===== config.mk =====
export PLATFORM = sky130hd
export DESIGN_NAME = filt_cicd_decim
export DESIGN_NICKNAME = d
export VERILOG_FILES = /design/src/rtl/filt_cicd_decim.sv
export SDC_FILE = /design/constraint.sdc
export NUM_CORES = 1
export LEC_CHECK = 0
export CAP_MARGIN = 20
export CORE_MARGIN = 5
export CORE_UTILIZATION = 57
export CTS_CLUSTER_DIAMETER = 30
export DETAILED_ROUTE_END_ITERATION = 10
export GPL_TIMING_DRIVEN = 0
export PLACE_DENSITY = 0.77
export SYNTH_ARGS = -nofsm -noshare
export SYNTH_HDL_FRONTEND = slang
export SYNTH_SLANG_ARGS = --single-unit

===== constraint.sdc =====
create_clock -name i_clk -period 5.3 [get_ports i_clk]
set_input_delay 0.53 -clock i_clk [delete_from_list [all_inputs] [get_ports i_clk]]
set_output_delay 0.53 -clock i_clk [all_outputs]
set_load 0.05 [all_outputs]

===== src/rtl/filt_cicd_decim.sv =====
// filt_cicd_decim -- N-stage CIC (Hogenauer) decimator.
//   Integrators run on every enabled i_clk cycle; the last integrator is
//   sampled once per R-cycle frame, differentiated by N comb stages, and the
//   result is presented on o_data, held for one frame.
// Ports:
//   i_clk     sole clock, rising edge
//   i_rst_an  synchronous reset, active-high, priority over i_ena
//   i_ena     clock enable; low freezes every register
//   i_data    signed input sample (gp_inp_width)
//   o_data    signed decimated output (gp_oup_width), full precision
// w_sclk is a registered decimated-rate marker (high for the first half of
// each frame); o_data changes on the edge where w_sclk rises.
module filt_cicd_decim #(
  parameter int gp_decimation_factor = 8,
  parameter int gp_order             = 3,
  parameter int gp_diff_delay        = 1,
  parameter int gp_phase             = 0,
  parameter int gp_inp_width         = 16,
  parameter int gp_oup_width         = gp_inp_width
                                       + gp_order * $clog2(gp_decimation_factor * gp_diff_delay)
) (
  input  logic                    i_clk,
  input  logic                    i_rst_an,
  input  logic                    i_ena,
  input  logic [gp_inp_width-1:0] i_data,
  output logic [gp_oup_width-1:0] o_data
);

  localparam int R  = gp_decimation_factor;
  localparam int N  = gp_order;
  localparam int M  = gp_diff_delay;
  localparam int W  = gp_oup_width;
  localparam int CW = (R > 2) ? $clog2(R) : 1;

  localparam logic [CW-1:0] CNT_LAST  = CW'(R - 1);
  localparam logic [CW-1:0] CNT_HALF  = CW'(R / 2);
  localparam logic [CW-1:0] SLOT_SMP  = CW'(gp_phase);
  localparam logic [CW-1:0] SLOT_COMB = CW'((gp_phase + 1) % R);

  logic [CW-1:0] cnt_q, cnt_d;
  logic          w_sclk;
  logic          sclk_d;
  logic          out_upd;
  logic [W-1:0]  x_ext;
  logic [W-1:0]  integ_q [N];
  logic [W-1:0]  dec_q;
  logic [W-1:0]  comb_q  [N];
  logic [W-1:0]  comb_in [N];
  logic [W-1:0]  dly_q   [N][M];
  logic [W-1:0]  o_data_q;

  always_comb begin
    x_ext   = {{(W - gp_inp_width){i_data[gp_inp_width-1]}}, i_data};
    cnt_d   = (cnt_q == CNT_LAST) ? '0 : cnt_q + 1'b1;
    sclk_d  = (cnt_q < CNT_HALF);
    // Output refresh is tied to the marker's rising edge so both move together.
    out_upd = sclk_d & ~w_sclk;
    comb_in[0] = dec_q;
    for (int unsigned k = 1; k < N; k++) begin
      comb_in[k] = comb_q[k-1];
    end
  end

  always_ff @(posedge i_clk) begin
    if (i_rst_an) begin
      cnt_q    <= '0;
      w_sclk   <= 1'b0;
      dec_q    <= '0;
      o_data_q <= '0;
      for (int unsigned k = 0; k < N; k++) begin
        integ_q[k] <= '0;
        comb_q[k]  <= '0;
        for (int unsigned m = 0; m < M; m++) begin
          dly_q[k][m] <= '0;
        end
      end
    end else if (i_ena) begin
      cnt_q  <= cnt_d;
      w_sclk <= sclk_d;

      integ_q[0] <= integ_q[0] + x_ext;
      for (int unsigned k = 1; k < N; k++) begin
        integ_q[k] <= integ_q[k] + integ_q[k-1];
      end

      if (cnt_q == SLOT_SMP) begin
        dec_q <= integ_q[N-1];
      end

      // Pipelined comb cascade: each stage registered, all advance together
      // once per frame; delay line entry M-1 is the stage input M frames ago.
      if (cnt_q == SLOT_COMB) begin
        for (int unsigned k = 0; k < N; k++) begin
          comb_q[k]   <= comb_in[k] - dly_q[k][M-1];
          dly_q[k][0] <= comb_in[k];
          for (int unsigned m = 1; m < M; m++) begin
            dly_q[k][m] <= dly_q[k][m-1];
          end
        end
      end

      if (out_upd) begin
        o_data_q <= comb_q[N-1];
      end
    end
  end

  assign o_data = o_data_q;

endmodule


---- Word level (Yosys, flattened, before mapping) ----
Memory sizes are Yosys's and may differ from the RTL's. A register that Yosys moved wholly into a read port is not among the register bits.
Cells that the tools add are included.
storage, ports and cells
  RAM bits ................................ 225
  input port bits ......................... 19
  memories kept ........................... 3
  register bits ........................... 29
  output and inout port bits .............. 25
memory list
  memory   words  bits a word  read ports  clocked after memory_dff  write ports  RTL line  source
  comb_q   3      25           3           1                         3            47        logic [W-1:0] comb_q [N];
  dly_q    3      25           3           0                         3            49        logic [W-1:0] dly_q [N][M];
  integ_q  3      25           3           0                         3            45        logic [W-1:0] integ_q [N];
cells by class
  $add $sub $neg .......................... 7
  equality and inequality tests ........... 2
  reductions and logical operators ........ 3
  bitwise operators ....................... 11
  $lt $le $gt $ge ......................... 1
  multiplexer cells ....................... 19
operator list
  operator               count
  $mux W25               9
  $add A25 B25 Y25       3
  $sub A25 B25 Y25       3
  $mux W1                9
  $or A1 B1 Y1           9
  $reduce_and A2 Y1      2
  $add A3 B1 Y3 const B  1
  $eq A3 B1 Y1 const B   1
  $eq A3 B3 Y1 const B   1
  $logic_not A3 Y1       1
  $lt A3 B3 Y1 const B   1
  $mux W3                1
  $and A1 B1 Y1          1
  $not A1 Y1             1

---- Longest topological paths before layout ----
  word-level depth ........................ 6
  depth in mapped cells ................... 10
  mapped depth without buffers ............ 10

---- Worst setup path before layout ----
Ideal clock, no wire load.
  path type ............................... input to register
  start point ............................. in i_rst_an
  end point ............................... mem comb_q[0][0] in the netlist's numbering (enable)
  stages on the path ...................... 3
  library setup time ...................... 0.536 ns
  path slack .............................. 0.128 ns
  buffers on the path ..................... 2
  arrival ................................. 4.636 ns
  data required time ...................... 4.764 ns
  path through ............................ clkbuf_1 -> clkbuf_1 -> nand2b_1
RTL lines
  item             RTL line  source
  start, declared  23        input logic i_rst_an,
  end, declared    47

==> flow_summary.toml <==
[status]
status = "finished clean"

[clock_tree]
worstSkewPairLatency_ns = 0.55
max-clock-path-buffers = 3
cts.clk_slew.worst_paths_ns = 0.04
cts_buffers = 67
htree_levels = 3
hold_buffers = 0
cts_root_buf = "clkbuf_16"
postCtsSetupBuffers = 0
cts.sinks = 279
cts_resized = 0
cts_tree = "built"

[detailed_routing]
num_vias = 14700
antenna_left = 0
drt_iter0_drc = 662
drc = 0
first_pass_iters = 5
wl_um = 43200
via_per_inst = 5.93
avgRoutedWirePerCell_um = 17.5

[power]
powerDensity_mw_per_mm2 = 401
p_leak_nw = 8.81
power.total_w = 0.00855
ir_worst_vdd_uv = 250

[logic_synthesis]
synth_cell_types = 69
yosysWarnings = 0
synth_top_family_by_area = "compound AO/OA/AOI/OAI gates"
synth_fp_nets = 2083
yosys_most_used_dff = "edfxtp_1"
ys_seq_area_share_pct = 43.6
synthAdderAreaFrac_pct = 11.0
netlist_instances = 1910
synthSimpleGateAreaFrac_pct = 18.1
synth_xor_area_share_pct = 3.51
synth_compound_area_share_pct = 19.0
synth-async-reset-ratio_pct = 0
avgSynthCellArea_um2 = 9.41
syn_area_mm2 = 0.0180
ys_ff_latch = 279
synth-edff-count = 225
synth.area.mux_share_pct = 0.703

[die]
die_h_um = 188
die_w_um = 188
placementRows = 65
coreArea_mm2 = 0.0313
die-area_mm2 = 0.0352
ios = 44
start_util_pct = 57.4

[worst_setup_path]
r2r_end = "integ_q[0][49]$_SDFFCE_PN0P_"
critPathMaxFanout = 3
worstPathArrival_ns = 3.57
cp-end-kind = "flop"
rrSetupSlack_ns = 1.99
criticalPathCategory = "flop to flop"
cp-start-kind = "flop"
worstPathRequired_ns = 5.56
reg2reg_depth = 8
worstReg2RegStart = "integ_q[0][0]$_SDFFCE_PN0P_"

[sta]
setup_violations = 0
post-route-min-period_ns = 3.31
finalHoldViolCount = 0
fin_ws_ns = 1.99
clock_skew_ns = 0.0254
holdWs_ns = 0.374
timing.fmax_mhz = 302
relSlewSlack_pct = 31.0
period_share_pct = 62.4
worst-slew-pin-transition_ns = 1.03
rsz0062_at_grt = "no"
final_max_slew_viol_count = 0

[cells_and_area]
final_common_cell = "edfxtp_1"
final_cell_mix = "edfxtp_1 (225), nand2_1 (181), a21oi_1 (179)"
area_growth_pct = 18.6
nets = 2196
diodes = 0
drive_gt1_share_pct = 6.41

[placed_design]
numPortBuffers = 41
dpl.hpwl_um = 31600
routabilityCongestion = 0.912
pre_cts_ws_ns = 1.62

[grt]
grt_pass1_wl_um = 69300
grtUsageTotal_pct = 24.0
grt_max_degree = 64
grt_pass1_vias = 14700
grt_antenna_before_repair = 1
gr-total-overflow = 0

[min_path]
whs_path_depth = 2
holdPathEnd = "w_sclk$_SDFFE_PP0P_"
hold_start = "i_ena"
hold_path_class = "input port to flop"

[run]
max_cap_violations = 0
## power by group
group          switching, W  internal, W
clock network       0.00125      0.00297
registers          0.000102      0.00257
logic               0.00102     0.000636
total               0.00238      0.00618
## per-layer routing
| layer | share of wire (%) | GRT usage (%) | vias to the layer above |
|---|---|---|---|
| met3 | 4.3 | 4.04 | 156 |
| met4 | 5.2 | 13.0 | 2 |
| met1 | 37 | 24.2 | 6872 |
| li1 | - | - | 7228 |
| met2 | 53 | 46.6 | 440 |
| met5 | 0.046 | 0 | - |
## worst max-delay path, cell delays in order (launching register included)
cell and delay, ns:
edfxtp_1 0.41, ha_1 0.27, fa_1 0.49, a211oi_1 0.41, o211ai_2 0.17, a31o_2 0.27
a221o_1 0.35, a221oi_1 0.49, o211ai_1 0.16
## metrics by stage
step                      cells  setup TNS, ns  instance area, µm²  utilization [%]
after floorplan            1910              0               18000                -
after global placement     2353        -280.99               18900             60.3
after detailed placement   2356              0               19000             60.6
after CTS                  2477              0               21300             68.1
after global routing       2477              0               21300             68.1
final                      2477              0               21300             68.1
## cell usage after synthesis (all sizes together) (21+ instances only)
library cell | instances | area (µm²)
ha | 148 | 1850
inv | 121 | 454
o211ai | 22 | 175
o21a | 46 | 345
a211oi | 31 | 233
nor3 | 70 | 350
xor2 | 38 | 333
o21ai | 76 | 380
clkbuf | 62 | 233
nor2 | 160 | 601
o21bai | 21 | 158
a21oi | 180 | 905
nand3 | 53 | 265
a21o | 60 | 450
nand2 | 182 | 686
edfxtp | 225 | 6760
and2 | 83 | 519
nand4 | 22 | 138
dfxtp | 54 | 1080
xnor2 | 34 | 298
## state kept, by name, indices dropped and copies added, names as in the netlist
signal and cells:
comb_q 75, dly_q 75, integ_q 75, dec_q 25, o_data 25, cnt_q 3
w_sclk 1
## final cells by class
cell class                 instances  area (µm²)
buffer                            72         272
clock buffer                      84        1870
clock inverter                    37         475
fill                            2387        9990
inverter                         121         454
multi-input combinational       1438        9430
sequential                       279        7840
tap                              402         503
timing repair buffer              44         493
## worst max path at each step
stage | start | slack, ns | end
after floorplan | i_rst_an | 0.13 | comb_q[0][0]$_SDFFCE_PN0P_
after global placement | i_rst_an | -1.88 | comb_q[2][0]$_SDFFCE_PN0P_
after detailed placement | i_data[15] | 1.62 | integ_q[0][23]$_SDFFCE_PN0P_
after CTS | integ_q[0][0]$_SDFFCE_PN0P_ | 1.99 | integ_q[0][49]$_SDFFCE_PN0P_
after global routing | integ_q[0][0]$_SDFFCE_PN0P_ | 1.87 | integ_q[0][49]$_SDFFCE_PN0P_
final | integ_q[0][0]$_SDFFCE_PN0P_ | 1.99 | integ_q[0][49]$_SDFFCE_PN0P_
## kinds of logic (layout without fill, tap and decap cells)
| kind of cell | Yosys count | count (layout) |
|---|---|---|
| AOI/OAI and AO/OA | 525 | 525 |
| buffers and inverters | 193 | 358 |
| DFF | 279 | 279 |
| adders and majority gates | 154 | 154 |
| muxes | 12 | 12 |
| xor gates and xnor gates | 72 | 72 |
| and+or+nand+nor | 675 | 675 |
(Power assumes the default switching activity.)
